$ cat src/rtl/ov5640_pkg.sv
// Shared definitions for the OV5640 DVP capture path: FSM encoding, default
// geometry and a counter-width helper.
package ov5640_pkg;

  localparam int DEF_FRAME_SKIP = 10;
  localparam int DEF_H_PIX      = 640;
  localparam int DEF_V_LINES    = 480;

  typedef enum logic [1:0] {
    ST_IDLE     = 2'd0,
    ST_SKIP     = 2'd1,
    ST_WAIT_SOF = 2'd2,
    ST_CAPTURE  = 2'd3
  } cap_state_e;

  // Bits needed to hold every value 0..max_val (at least one bit).
  function automatic int cnt_width(input int max_val);
    return (max_val < 2) ? 1 : $clog2(max_val + 1);
  endfunction

endpackage

$ cat src/rtl/ov5640_if.sv
// Camera-side DVP inputs and the assembled RGB565 pixel stream of the capture block.
interface ov5640_if;
  logic        ov5640_href;
  logic        ov5640_vsync;
  logic [7:0]  ov5640_data;
  logic [15:0] pix_data;
  logic        pix_valid;
  logic        pix_sof;
  logic        pix_eol;

  modport master (
    input  ov5640_href, ov5640_vsync, ov5640_data,
    output pix_data, pix_valid, pix_sof, pix_eol
  );

  modport slave (
    output ov5640_href, ov5640_vsync, ov5640_data,
    input  pix_data, pix_valid, pix_sof, pix_eol
  );
endinterface

$ cat src/rtl/ov5640_byte2pix.sv
// Pairs registered DVP bytes into RGB565 pixels and tracks the horizontal
// pixel count; reports each line end and whether that line was malformed.
module ov5640_byte2pix
  import ov5640_pkg::*;
#(
  parameter int H_PIX = DEF_H_PIX
) (
  input  logic        sclk,
  input  logic        s_rst_n,
  input  logic        en,
  input  logic        href,
  input  logic [7:0]  data,
  input  logic        sof_pend,
  output logic [15:0] pix_data,
  output logic        pix_valid,
  output logic        pix_sof,
  output logic        pix_eol,
  output logic        line_end,
  output logic        line_bad
);

  // Counter is one step wider than H_PIX so an over-long line saturates above it.
  localparam int              HW     = cnt_width(H_PIX + 1);
  localparam logic [HW-1:0]   H_MAX  = '1;
  localparam logic [HW-1:0]   H_FULL = HW'(H_PIX);
  localparam logic [HW-1:0]   H_LAST = HW'(H_PIX - 1);

  logic          act;
  logic          act_d;
  logic          fire;
  logic          toggle;
  logic [7:0]    hi_byte;
  logic [HW-1:0] hcnt;

  assign act      = en & href;
  assign fire     = act & toggle;
  assign line_end = act_d & ~act;
  // A set toggle at line end means a trailing odd byte was dropped.
  assign line_bad = line_end & (toggle | (hcnt != H_FULL));

  always_ff @(posedge sclk or negedge s_rst_n) begin
    if (!s_rst_n) begin
      act_d     <= 1'b0;
      toggle    <= 1'b0;
      hi_byte   <= '0;
      hcnt      <= '0;
      pix_data  <= '0;
      pix_valid <= 1'b0;
      pix_sof   <= 1'b0;
      pix_eol   <= 1'b0;
    end else begin
      act_d     <= act;
      pix_valid <= fire;
      pix_sof   <= fire & sof_pend;
      pix_eol   <= fire & (hcnt == H_LAST);
      if (!act) begin
        toggle <= 1'b0;
        hcnt   <= '0;
      end else begin
        toggle <= ~toggle;
        if (!toggle) begin
          hi_byte <= data;
        end else begin
          pix_data <= {hi_byte, data};
          if (hcnt != H_MAX) hcnt <= hcnt + 1'b1;
        end
      end
    end
  end

endmodule

$ cat src/rtl/ov5640_capture.sv
// OV5640 DVP capture: registers the sensor bus, skips start-up frames after
// configuration, and emits frame-aligned RGB565 pixels with geometry checking.
module ov5640_capture
  import ov5640_pkg::*;
#(
  parameter int FRAME_SKIP = DEF_FRAME_SKIP,
  parameter int H_PIX      = DEF_H_PIX,
  parameter int V_LINES    = DEF_V_LINES
) (
  input  logic     sclk,
  input  logic     s_rst_n,
  input  logic     cfg_done,
  ov5640_if.master cam,
  output logic     frame_err
);

  localparam int            SW     = cnt_width(FRAME_SKIP);
  localparam int            VW     = cnt_width(V_LINES + 1);
  localparam logic [VW-1:0] V_MAX  = '1;
  localparam logic [VW:0]   V_FULL = (VW+1)'(V_LINES);

  cap_state_e    state, state_nxt;
  logic          href_r, vsync_r, vsync_d;
  logic [7:0]    data_r;
  logic          vs_rise, vs_fall;
  logic          capture_en, err_clr, in_skip;
  logic [SW-1:0] skip_cnt;
  logic          skip_last;
  logic [VW-1:0] vcnt;
  logic [VW:0]   lines_total;
  logic          frame_bad;
  logic          sof_pend;
  logic          line_end, line_bad;
  logic [15:0]   pix_data;
  logic          pix_valid, pix_sof, pix_eol;

  // NOTE: every clocked process uses non-blocking assignments so all registers
  // sample the pre-edge values of each other, independent of process order.
  always_ff @(posedge sclk or negedge s_rst_n) begin
    if (!s_rst_n) begin
      href_r  <= 1'b0;
      vsync_r <= 1'b0;
      vsync_d <= 1'b0;
      data_r  <= '0;
    end else begin
      href_r  <= cam.ov5640_href;
      vsync_r <= cam.ov5640_vsync;
      vsync_d <= vsync_r;
      data_r  <= cam.ov5640_data;
    end
  end

  assign vs_rise   = vsync_r & ~vsync_d;
  assign vs_fall   = vsync_d & ~vsync_r;
  assign skip_last = (int'(skip_cnt) == FRAME_SKIP - 1);

  always_ff @(posedge sclk or negedge s_rst_n) begin
    if (!s_rst_n) state <= ST_IDLE;
    else          state <= state_nxt;
  end

  // NOTE: each combinational output gets a default before the case so no
  // path leaves it unassigned and no latch is inferred.
  always_comb begin
    state_nxt = state;
    if (!cfg_done) begin
      state_nxt = ST_IDLE;
    end else begin
      unique case (state)
        ST_IDLE:     state_nxt = (FRAME_SKIP == 0) ? ST_WAIT_SOF : ST_SKIP;
        ST_SKIP:     if (vs_rise && skip_last) state_nxt = ST_WAIT_SOF;
        ST_WAIT_SOF: if (vs_fall) state_nxt = ST_CAPTURE;
        ST_CAPTURE:  state_nxt = ST_CAPTURE;
        default:     state_nxt = ST_IDLE;
      endcase
    end
  end

  always_comb begin
    capture_en = 1'b0;
    err_clr    = 1'b0;
    in_skip    = 1'b0;
    unique case (state)
      ST_IDLE:     err_clr    = cfg_done;
      ST_SKIP:     in_skip    = 1'b1;
      ST_WAIT_SOF: ;
      ST_CAPTURE:  capture_en = 1'b1;
      default:     ;
    endcase
  end

  always_ff @(posedge sclk or negedge s_rst_n) begin
    if (!s_rst_n)              skip_cnt <= '0;
    else if (!in_skip)         skip_cnt <= '0;
    else if (vs_rise)          skip_cnt <= skip_cnt + 1'b1;
  end

  // A line cut short by vsync rising ends in the same cycle, so count it here too.
  assign lines_total = {1'b0, vcnt} + {{VW{1'b0}}, line_end};
  assign frame_bad   = capture_en & vs_rise & (lines_total != V_FULL);

  always_ff @(posedge sclk or negedge s_rst_n) begin
    if (!s_rst_n) begin
      vcnt      <= '0;
      sof_pend  <= 1'b0;
      frame_err <= 1'b0;
    end else begin
      if (!capture_en || vs_rise)          vcnt <= '0;
      else if (line_end && vcnt != V_MAX)  vcnt <= vcnt + 1'b1;

      if (state == ST_IDLE) sof_pend <= 1'b0;
      else if (vs_fall)     sof_pend <= (state == ST_WAIT_SOF) || capture_en;
      else if (pix_valid)   sof_pend <= 1'b0;

      if (err_clr)                                   frame_err <= 1'b0;
      else if ((capture_en && line_bad) || frame_bad) frame_err <= 1'b1;
    end
  end

  ov5640_byte2pix #(.H_PIX(H_PIX)) u_byte2pix (
    .sclk      (sclk),
    .s_rst_n   (s_rst_n),
    .en        (capture_en & ~vsync_r),
    .href      (href_r),
    .data      (data_r),
    .sof_pend  (sof_pend),
    .pix_data  (pix_data),
    .pix_valid (pix_valid),
    .pix_sof   (pix_sof),
    .pix_eol   (pix_eol),
    .line_end  (line_end),
    .line_bad  (line_bad)
  );

  assign cam.pix_data  = pix_data;
  assign cam.pix_valid = pix_valid;
  assign cam.pix_sof   = pix_sof;
  assign cam.pix_eol   = pix_eol;

endmodule

$ cat src/flat_wrapper.sv
// flat-port wrapper written by rule: the top's interface ports become plain ports
module ov5640_capture_flat import ov5640_pkg::*;
#(
  parameter int FRAME_SKIP = DEF_FRAME_SKIP,
  parameter int H_PIX      = DEF_H_PIX,
  parameter int V_LINES    = DEF_V_LINES
)
  (sclk, s_rst_n, cfg_done, frame_err, cam_ov5640_href, cam_ov5640_vsync, cam_ov5640_data, cam_pix_data, cam_pix_valid, cam_pix_sof, cam_pix_eol);
  ov5640_if cam_i ();
  input  logic sclk;
  input  logic s_rst_n;
  input  logic cfg_done;
  output logic frame_err;
  input wire logic [$bits(cam_i.ov5640_href)-1:0] cam_ov5640_href;
  input wire logic [$bits(cam_i.ov5640_vsync)-1:0] cam_ov5640_vsync;
  input wire logic [$bits(cam_i.ov5640_data)-1:0] cam_ov5640_data;
  output wire logic [$bits(cam_i.pix_data)-1:0] cam_pix_data;
  output wire logic [$bits(cam_i.pix_valid)-1:0] cam_pix_valid;
  output wire logic [$bits(cam_i.pix_sof)-1:0] cam_pix_sof;
  output wire logic [$bits(cam_i.pix_eol)-1:0] cam_pix_eol;
  assign cam_i.ov5640_href = cam_ov5640_href;
  assign cam_i.ov5640_vsync = cam_ov5640_vsync;
  assign cam_i.ov5640_data = cam_ov5640_data;
  assign cam_pix_data = cam_i.pix_data;
  assign cam_pix_valid = cam_i.pix_valid;
  assign cam_pix_sof = cam_i.pix_sof;
  assign cam_pix_eol = cam_i.pix_eol;
  ov5640_capture #(.FRAME_SKIP(FRAME_SKIP), .H_PIX(H_PIX), .V_LINES(V_LINES)) u_core (.sclk(sclk), .s_rst_n(s_rst_n), .cfg_done(cfg_done), .cam(cam_i), .frame_err(frame_err));
endmodule
$ cat config.mk
export PLATFORM = sky130hd
export DESIGN_NAME = ov5640_capture_flat
export DESIGN_NICKNAME = d
export VERILOG_FILES = /design/src/rtl/ov5640_pkg.sv /design/src/rtl/ov5640_if.sv /design/src/rtl/ov5640_byte2pix.sv /design/src/rtl/ov5640_capture.sv /design/src/flat_wrapper.sv
export SDC_FILE = /design/constraint.sdc
export NUM_CORES = 1
export LEC_CHECK = 0
export BUFFER_PORTS_ARGS = -buffer_cell sky130_fd_sc_hd__buf_2
export CORE_ASPECT_RATIO = 1.5
export CORE_UTILIZATION = 50
export DETAILED_ROUTE_END_ITERATION = 8
export GPL_ROUTABILITY_DRIVEN = 0
export PLACE_DENSITY = 0.73
export SLEW_MARGIN = 20
export SYNTH_ARGS = -nofsm -noshare
export SYNTH_HDL_FRONTEND = slang
export SYNTH_HIERARCHICAL = 1
export SYNTH_SLANG_ARGS = --single-unit
$ cat constraint.sdc
create_clock -name sclk -period 2.06 [get_ports sclk]
set_input_delay 0.309 -clock sclk [delete_from_list [all_inputs] [get_ports sclk]]
set_output_delay 0.309 -clock sclk [all_outputs]
set_load 0.02 [all_outputs]
==> results of run 1 <==
==> cells by family after synthesis <==
family | after synthesis | share of synthesized area, %
and+or+nand+nor | 88 | 16.1
DFF | 67 | 57.1
muxes | 30 | 11.2
AOI/OAI and AO/OA | 26 | 6.22
buffers and inverters | 20 | 3.02
xor gates and xnor gates | 10 | 2.98
adders and majority gates | 8 | 3.41
==> layout make-up <==
| type | count | area [sq um] | area share, % |
|---|---|---|---|
| clock inverters | 6 | 88.8 | 2.56 |
| clock buffers | 10 | 128 | 3.68 |
| well taps | 70 | 87.6 | 2.52 |
| flip-flops and latches | 67 | 1680 | 48.3 |
| repair buffers | 41 | 243 | 7.00 |
| multi-input cells | 162 | 1200 | 34.7 |
| inverters | 11 | 41.3 | 1.19 |
==> placed cells by master (no fill, tap or decap), types with 4 or more instances in the layout <==
cell / instances
sky130_fd_sc_hd__nand2b_1: 9
sky130_fd_sc_hd__nor2_1: 17
sky130_fd_sc_hd__and3_1: 4
sky130_fd_sc_hd__buf_2: 32
sky130_fd_sc_hd__dfrtp_1: 67
sky130_fd_sc_hd__clkbuf_8: 9
sky130_fd_sc_hd__ha_1: 6
sky130_fd_sc_hd__xor2_1: 8
sky130_fd_sc_hd__a21oi_1: 8
sky130_fd_sc_hd__nand2_1: 17
sky130_fd_sc_hd__mux2i_1: 6
sky130_fd_sc_hd__nand4_1: 10
sky130_fd_sc_hd__inv_1: 11
sky130_fd_sc_hd__buf_4: 7
sky130_fd_sc_hd__mux2_2: 23
sky130_fd_sc_hd__nand3_1: 7
==> flip-flops by register name (all words and copies together) (netlist names) <==
signal,cells
u_core/u_byte2pix/hcnt,10
u_core/u_byte2pix/act_d,1
u_core/skip_cnt,4
u_core/u_byte2pix/toggle,1
u_core/vsync_d,1
u_core/u_byte2pix/pix_eol,1
u_core/data_r,8
u_core/href_r,1
u_core/state,2
u_core/u_byte2pix/pix_sof,1
u_core/u_byte2pix/hi_byte,8
u_core/u_byte2pix/pix_valid,1
u_core/vsync_r,1
u_core/frame_err,1
u_core/u_byte2pix/pix_data,16
u_core/vcnt,9
u_core/sof_pend,1
==> what timing repair did <==
item | CTS | global route
hold endpoints to repair | 22 | 0
hold buffers | 1 | 0
buffers inserted | 0 | 1
setup endpoints to repair | 0 | 1
resized for setup | 0 | 3
==> stage by stage <==
stage          hold WS (ns)  worst slack, ns  utilization [%]  cells  instance area [sq um]
6_report             0.0671            0.194             62.2    367                   3470
5_1_grt              0.0526           0.0210             62.2    367                   3470
4_1_cts              0.0465            0.104             61.9    366                   3450
3_5_place_dp          0.316            0.109             57.8    349                   3220
3_3_place_gp          0.315            0.169             57.8    349                   3220
2_1_floorplan        0.0134           0.0319                -    249                   2970
==> worst paths after layout <==
check                                                   from                             to  slack (ns)  depth (start not counted)
worst max register to register               u_core/state[1]               u_core/frame_err        0.19                         10
max in group asynchronous                            s_rst_n                u_core/state[1]        0.97                          3
worst max-delay path                         u_core/state[1]               u_core/frame_err        0.19                         10
worst min register to register  u_core/u_byte2pix/hi_byte[0]  u_core/u_byte2pix/pix_data[8]        0.49                          1
worst min-delay path                      cam_ov5640_data[2]               u_core/data_r[2]        0.07                          1
min in group asynchronous                            s_rst_n      u_core/u_byte2pix/pix_eol        0.48                          2
==> routing by layer <==
| metal | share of wire (%) | vias to the layer above |
|---|---|---|
| li1 | - | 962 |
| met1 | 43 | 995 |
| met2 | 52 | 48 |
| met3 | 4.1 | 6 |
| met4 | 1.7 | 0 |
| met5 | 0 | - |
==> cells in the mapped netlist, drive strengths merged, types with 2 or more instances <==
cell type and instances:
inv 11, nor3b 3, nand2 19, and4 2, or4 2, dfrtp 67
a2111oi 3, a31oi 3, clkbuf 3, nor2b 2, xor2 8, nor3 2
nand2b 9, nor4 3, and3 4, or2b 2, nand3 7, a211oi 2
a21oi 8, nor2 19, ha 8, and2 2, o21ai 4, buf 6
xnor2 2, mux2i 6, nand4 10, mux2 24, a21boi 2
==> report_power, final <==
group,switching (mW),internal [mW]
Sequential,0.00942,1.33
Clock,0.499,0.683
Combinational,0.0396,0.0233
==> flow_summary.ini, run 1 <==
[timing]
setup_repair_after_global_routing_missed_its_margin = no
finalHoldViolCount = 0
report.final.slew_viol_count = 0
fmax_mhz = 536
maxSlewHeadroom_pct = 64.9
setup-tns-final_ns = 0
finalWorstPathRequiredPeriod_ns = 1.87
post-route-period-util_pct = 90.6
timing_worst_slew_pin_value_ns = 0.527
finalClockSkew_ns = 0.00840
finalSetupViolCount = 0

[detailed_routing]
wl_per_cell_um = 14.2
drtIter0Drc = 78
postRouteAntennaNets = 0
vias = 2011
drt_drc_violations_left = 0
routed_wl_um = 5220
dr.pass1.iters = 4
detail_route.vias_per_cell = 5.48

[floorplan]
initial_standard_cell_utilization_of_the_core_pct = 52.7
coreArea_sq_um = 5570
rows = 33
chipHeight_um = 95.9
pin_count = 33
floorplan.die_area_sq_um = 6190
die_width_um = 64.6

[cts]
cts_max_path_buffers = 2
cts-root-buf = sky130_fd_sc_hd__clkbuf_8
cts_htree_levels = 3
cts_tree = yes
cts_buffers = 9
clk-insertion-delay-late_ns = 0.34
path_clk_slew_ns = 0.07
number_of_sinks_handled_by_clock_tree_synthesis = 67

[placement]
port_buffers = 32
dp.final_hpwl_um = 3550

[critical_path]
timing.critical_path.max_delay_family = simple AND/OR/NAND/NOR gates
cp.arrival_ns = 2.09
crit_slowest_cell = sky130_fd_sc_hd__dfrtp_1
timing.critical_path.fanout_max = 4
timing.critical_path.cells = nand2_1 -> nor2_2 -> nand2_2 -> and2_4 -> ha_4 -> ha_4 -> or2b_1 -> nand3_1 -> a2111oi_2 -> o221ai_1
timing.setup.critical_path_class = register to register
crit_path_max_incr_delay_ns = 0.36
cp.buffers_inverters = 0
timing.critical_path.from_type = register
crit_top_cell = sky130_fd_sc_hd__ha_4
critPathCaptureType = register
worst-endpoint-required_ns = 2.28

[grt]
wire_length_of_the_first_global_routing_pass_um = 8900
grt-busiest-layer = met2
grt_util_met3_pct = 5.09
vias_in_the_first_global_route = 2046
grt_use_met1_pct = 22.4
globalRouteTotalUtil_pct = 19.3
gr-total-overflow = 0
pin_count_of_the_biggest_net_entering_global_routing = 46
grt.met2_usage_pct = 32.3
antenna_found_initial = 0

[logic_synthesis]
post_synth_top_area_share_pct = 57.1
syn_area_sq_um = 2940
synthArstFlopShare_pct = 100
synth.ff_latch_count = 67
biggest_area_contributors_in_the_synthesized_netlist = sky130_fd_sc_hd__dfrtp_1, sky130_fd_sc_hd__mux2_2, sky130_fd_sc_hd__ha_1
synth_sequential_area_ratio_pct = 57.1
syn_nets = 270
syn_area_per_cell_sq_um = 11.8
synthDistinctLibCells = 42
synth_ff_type = sky130_fd_sc_hd__dfrtp_1
postSynthCellCount = 249
synth_area_leader_cell = sky130_fd_sc_hd__dfrtp_1
yosysWarningCount = 6
edff_count_synth = 0

[layout]
finish.net_count = 313
area_growth_syn_to_layout_pct = 18.1
antenna-diode-count = 0
fillerInstances = 476
drive_gt1_share_pct = 29.6

[pwr]
power_per_cell_area_nw_per_um2 = 745
total_leakage_power_nw = 1.66
vdd_drop_max_mv = 0.588
total_power_draw_mw = 2.59

[hold_path]
timing.hold.worst.class = primary input to register

[run]
max_cap_violations = 0

[status]
run_status = complete, no violations
Note: power is estimated with default switching activity, not from simulation.
==> run 2, diff against run 1 <==
--- a/config.mk
+++ b/config.mk
@@ -10,7 +10,7 @@
 export CORE_UTILIZATION = 50
 export DETAILED_ROUTE_END_ITERATION = 8
 export GPL_ROUTABILITY_DRIVEN = 0
-export PLACE_DENSITY = 0.73
+export PLACE_DENSITY = 0.7
 export SLEW_MARGIN = 20
 export SYNTH_ARGS = -nofsm -noshare
 export SYNTH_HDL_FRONTEND = slang
==> constraint.sdc (replaced) <==
create_clock -name sclk -period 2.35 [get_ports sclk]
set_input_delay 0.3525 -clock sclk [delete_from_list [all_inputs] [get_ports sclk]]
set_output_delay 0.3525 -clock sclk [all_outputs]
set_load 0.02 [all_outputs]
==> run 2 against run 1 <==
Against the previous run: non-clock buffer count down 4; core utilization is 0.92 points lower; clock-buffer cell count is 1 lower; cell count fell by 1.4%; clock power about the same; total power down 8.4%; flip-flop and latch count stayed put; worst hold slack got worse by 0.053 ns; clock skew barely moved; maximum frequency down 11%; critical endpoint unchanged.
==> flow_summary.ini, run 2 (synthesis results as in run 1) <==
[timing]
timing_worst_slew_pin_value_ns = 0.594
maxSlewHeadroom_pct = 60.4
finalWorstPathRequiredPeriod_ns = 2.10
fmax_mhz = 476
post-route-period-util_pct = 89.4
fin_ws_ns = 0.250
finalHoldViolCount = 0
finalClockSkew_ns = 0.00801
report.final.slew_viol_count = 0
setup-tns-final_ns = 0
finalSetupViolCount = 0
setup_repair_after_global_routing_missed_its_margin = no
hold-worst-slack_ns = 0.0136

[layout]
layout_top_registers = u_core/u_byte2pix/pix_data (16), u_core/u_byte2pix/hcnt (10), u_core/vcnt (9)
commonest_cells_after_routing_fill_and_taps_aside = sky130_fd_sc_hd__dfrtp_1, sky130_fd_sc_hd__buf_2, sky130_fd_sc_hd__mux2_2
fillerInstances = 467
top_register = u_core/u_byte2pix/pix_data
finish.net_count = 309
final_core_util_pct = 61.3
postLayoutCellArea_sq_um = 3420
final_common_cell = sky130_fd_sc_hd__dfrtp_1
area_growth_syn_to_layout_pct = 16.4
antenna-diode-count = 0
largest_register_ff_count = 16
drive_gt1_share_pct = 28.1

[placement]
post_dp_cell_area_sq_um = 3180
port_buffers = 32
dp.final_hpwl_um = 3710
preCtsSetupSlack_ns = 0.170

[detailed_routing]
postRouteAntennaNets = 0
routed_wl_um = 5330
wl_per_cell_um = 14.7
dr.pass1.iters = 4
vias = 1969
drtIter0Drc = 73
drt_drc_violations_left = 0
detail_route.vias_per_cell = 5.44

[critical_path]
timing.setup.critical_path_class = register to register
worst-endpoint-required_ns = 2.56
critPathCaptureType = register
cp.buffers_inverters = 0
timing.critical_path.cells = nand2_1 -> nor2_1 -> nand2_1 -> and2_1 -> ha_1 -> ha_2 -> or2b_1 -> a2111oi_2 -> o221ai_1
timing.critical_path.fanout_max = 9
timing.critical_path.max_delay_family = simple AND/OR/NAND/NOR gates
crit_path_max_incr_delay_ns = 0.46
crit_top_cell = sky130_fd_sc_hd__nand2_1
cp.arrival_ns = 2.31
timing.critical_path.from_type = register
crit_slowest_cell = sky130_fd_sc_hd__dfrtp_2

[cts]
clk-insertion-delay-late_ns = 0.33
cts_buffers = 9
cts_hold_repair.buffers = 0
number_of_sinks_handled_by_clock_tree_synthesis = 67
cts_htree_levels = 3
cts-root-buf = sky130_fd_sc_hd__clkbuf_8
cts_tree = yes
path_clk_slew_ns = 0.08
cts_post_setup_buffers_inserted = 0
cts_max_path_buffers = 2

[pwr]
total_leakage_power_nw = 1.64
power_per_cell_area_nw_per_um2 = 693
vdd_drop_max_mv = 0.522

[floorplan]
floorplan.die_area_sq_um = 6190
rows = 33
die_width_um = 64.6
pin_count = 33
coreArea_sq_um = 5570
chipHeight_um = 95.9
initial_standard_cell_utilization_of_the_core_pct = 52.7

[hold_path]
timing.hold.worst.class = primary input to async pin

[grt]
pin_count_of_the_biggest_net_entering_global_routing = 29
globalRouteTotalUtil_pct = 19.8
antenna_found_initial = 0
vias_in_the_first_global_route = 1930
wire_length_of_the_first_global_routing_pass_um = 9030
gr-total-overflow = 0

[run]
max_cap_violations = 0

[status]
run_status = complete, no violations
## run 2: power breakdown
part           internal (mW)  leakage [nW]  switching, mW
Sequential              1.17         0.906        0.00988
Combinational         0.0160         0.623         0.0319
Clock                  0.702         0.115          0.443
## run 2: final cells by class
class	count	area, sq um	share of cell area, %
clock buffers	9	124	3.62
clock inverters	6	115	3.37
inverters	11	41.3	1.21
multi-input cells	162	1170	34.4
flip-flops and latches	67	1680	49.1
well taps	70	87.6	2.56
repair buffers	37	198	5.78
## run 2: repair_timing
| item | CTS | global route |
|---|---|---|
| hold endpoints to repair | 0 | 0 |
| gates resized for setup | 0 | 2 |
| endpoints found under the setup margin | 0 | 1 |
## run 2: final timing paths
check                                            end  slack (ns)          startpoint  cells after the start
setup reg to reg                    u_core/frame_err        0.25     u_core/state[0]                      9
setup / recovery                    u_core/frame_err        0.25     u_core/state[0]                      9
min in group sclk                   u_core/data_r[6]        0.12  cam_ov5640_data[6]                      1
hold reg to reg                       u_core/vsync_d        0.45      u_core/vsync_r                      0
max in group asynchronous            u_core/state[0]        1.60             s_rst_n                      2
hold / removal             u_core/u_byte2pix/hcnt[9]        0.01             s_rst_n                      1
## run 2: worst reg2reg max path: stages, from the launching register on
cell and delay [ns]:
sky130_fd_sc_hd__dfrtp_2 0.46, sky130_fd_sc_hd__nand2_1 0.08, sky130_fd_sc_hd__nor2_1 0.04, sky130_fd_sc_hd__nand2_1 0.08, sky130_fd_sc_hd__and2_1 0.15, sky130_fd_sc_hd__ha_1 0.20
sky130_fd_sc_hd__ha_2 0.22, sky130_fd_sc_hd__or2b_1 0.25, sky130_fd_sc_hd__a2111oi_2 0.35, sky130_fd_sc_hd__o221ai_1 0.14
## run 2: stage by stage
| step | power (mW) | instances |
|---|---|---|
| global route | 2.45 | 362 |
| finish | 2.37 | 362 |
| global placement | 1.25 | 347 |
| floorplan | 1.21 | 249 |
| detailed placement | 1.25 | 347 |
| CTS | 2.40 | 362 |
## run 2: layer usage
metal	global-route usage, %	share of wire [%]	wire [um]	up-vias
met5	0	0	0	-
met4	7.59	0.64	34	0
met3	6.16	4.0	213	2
met2	33.7	53	2810	38
met1	23.3	43	2280	982
li1	-	-	-	947
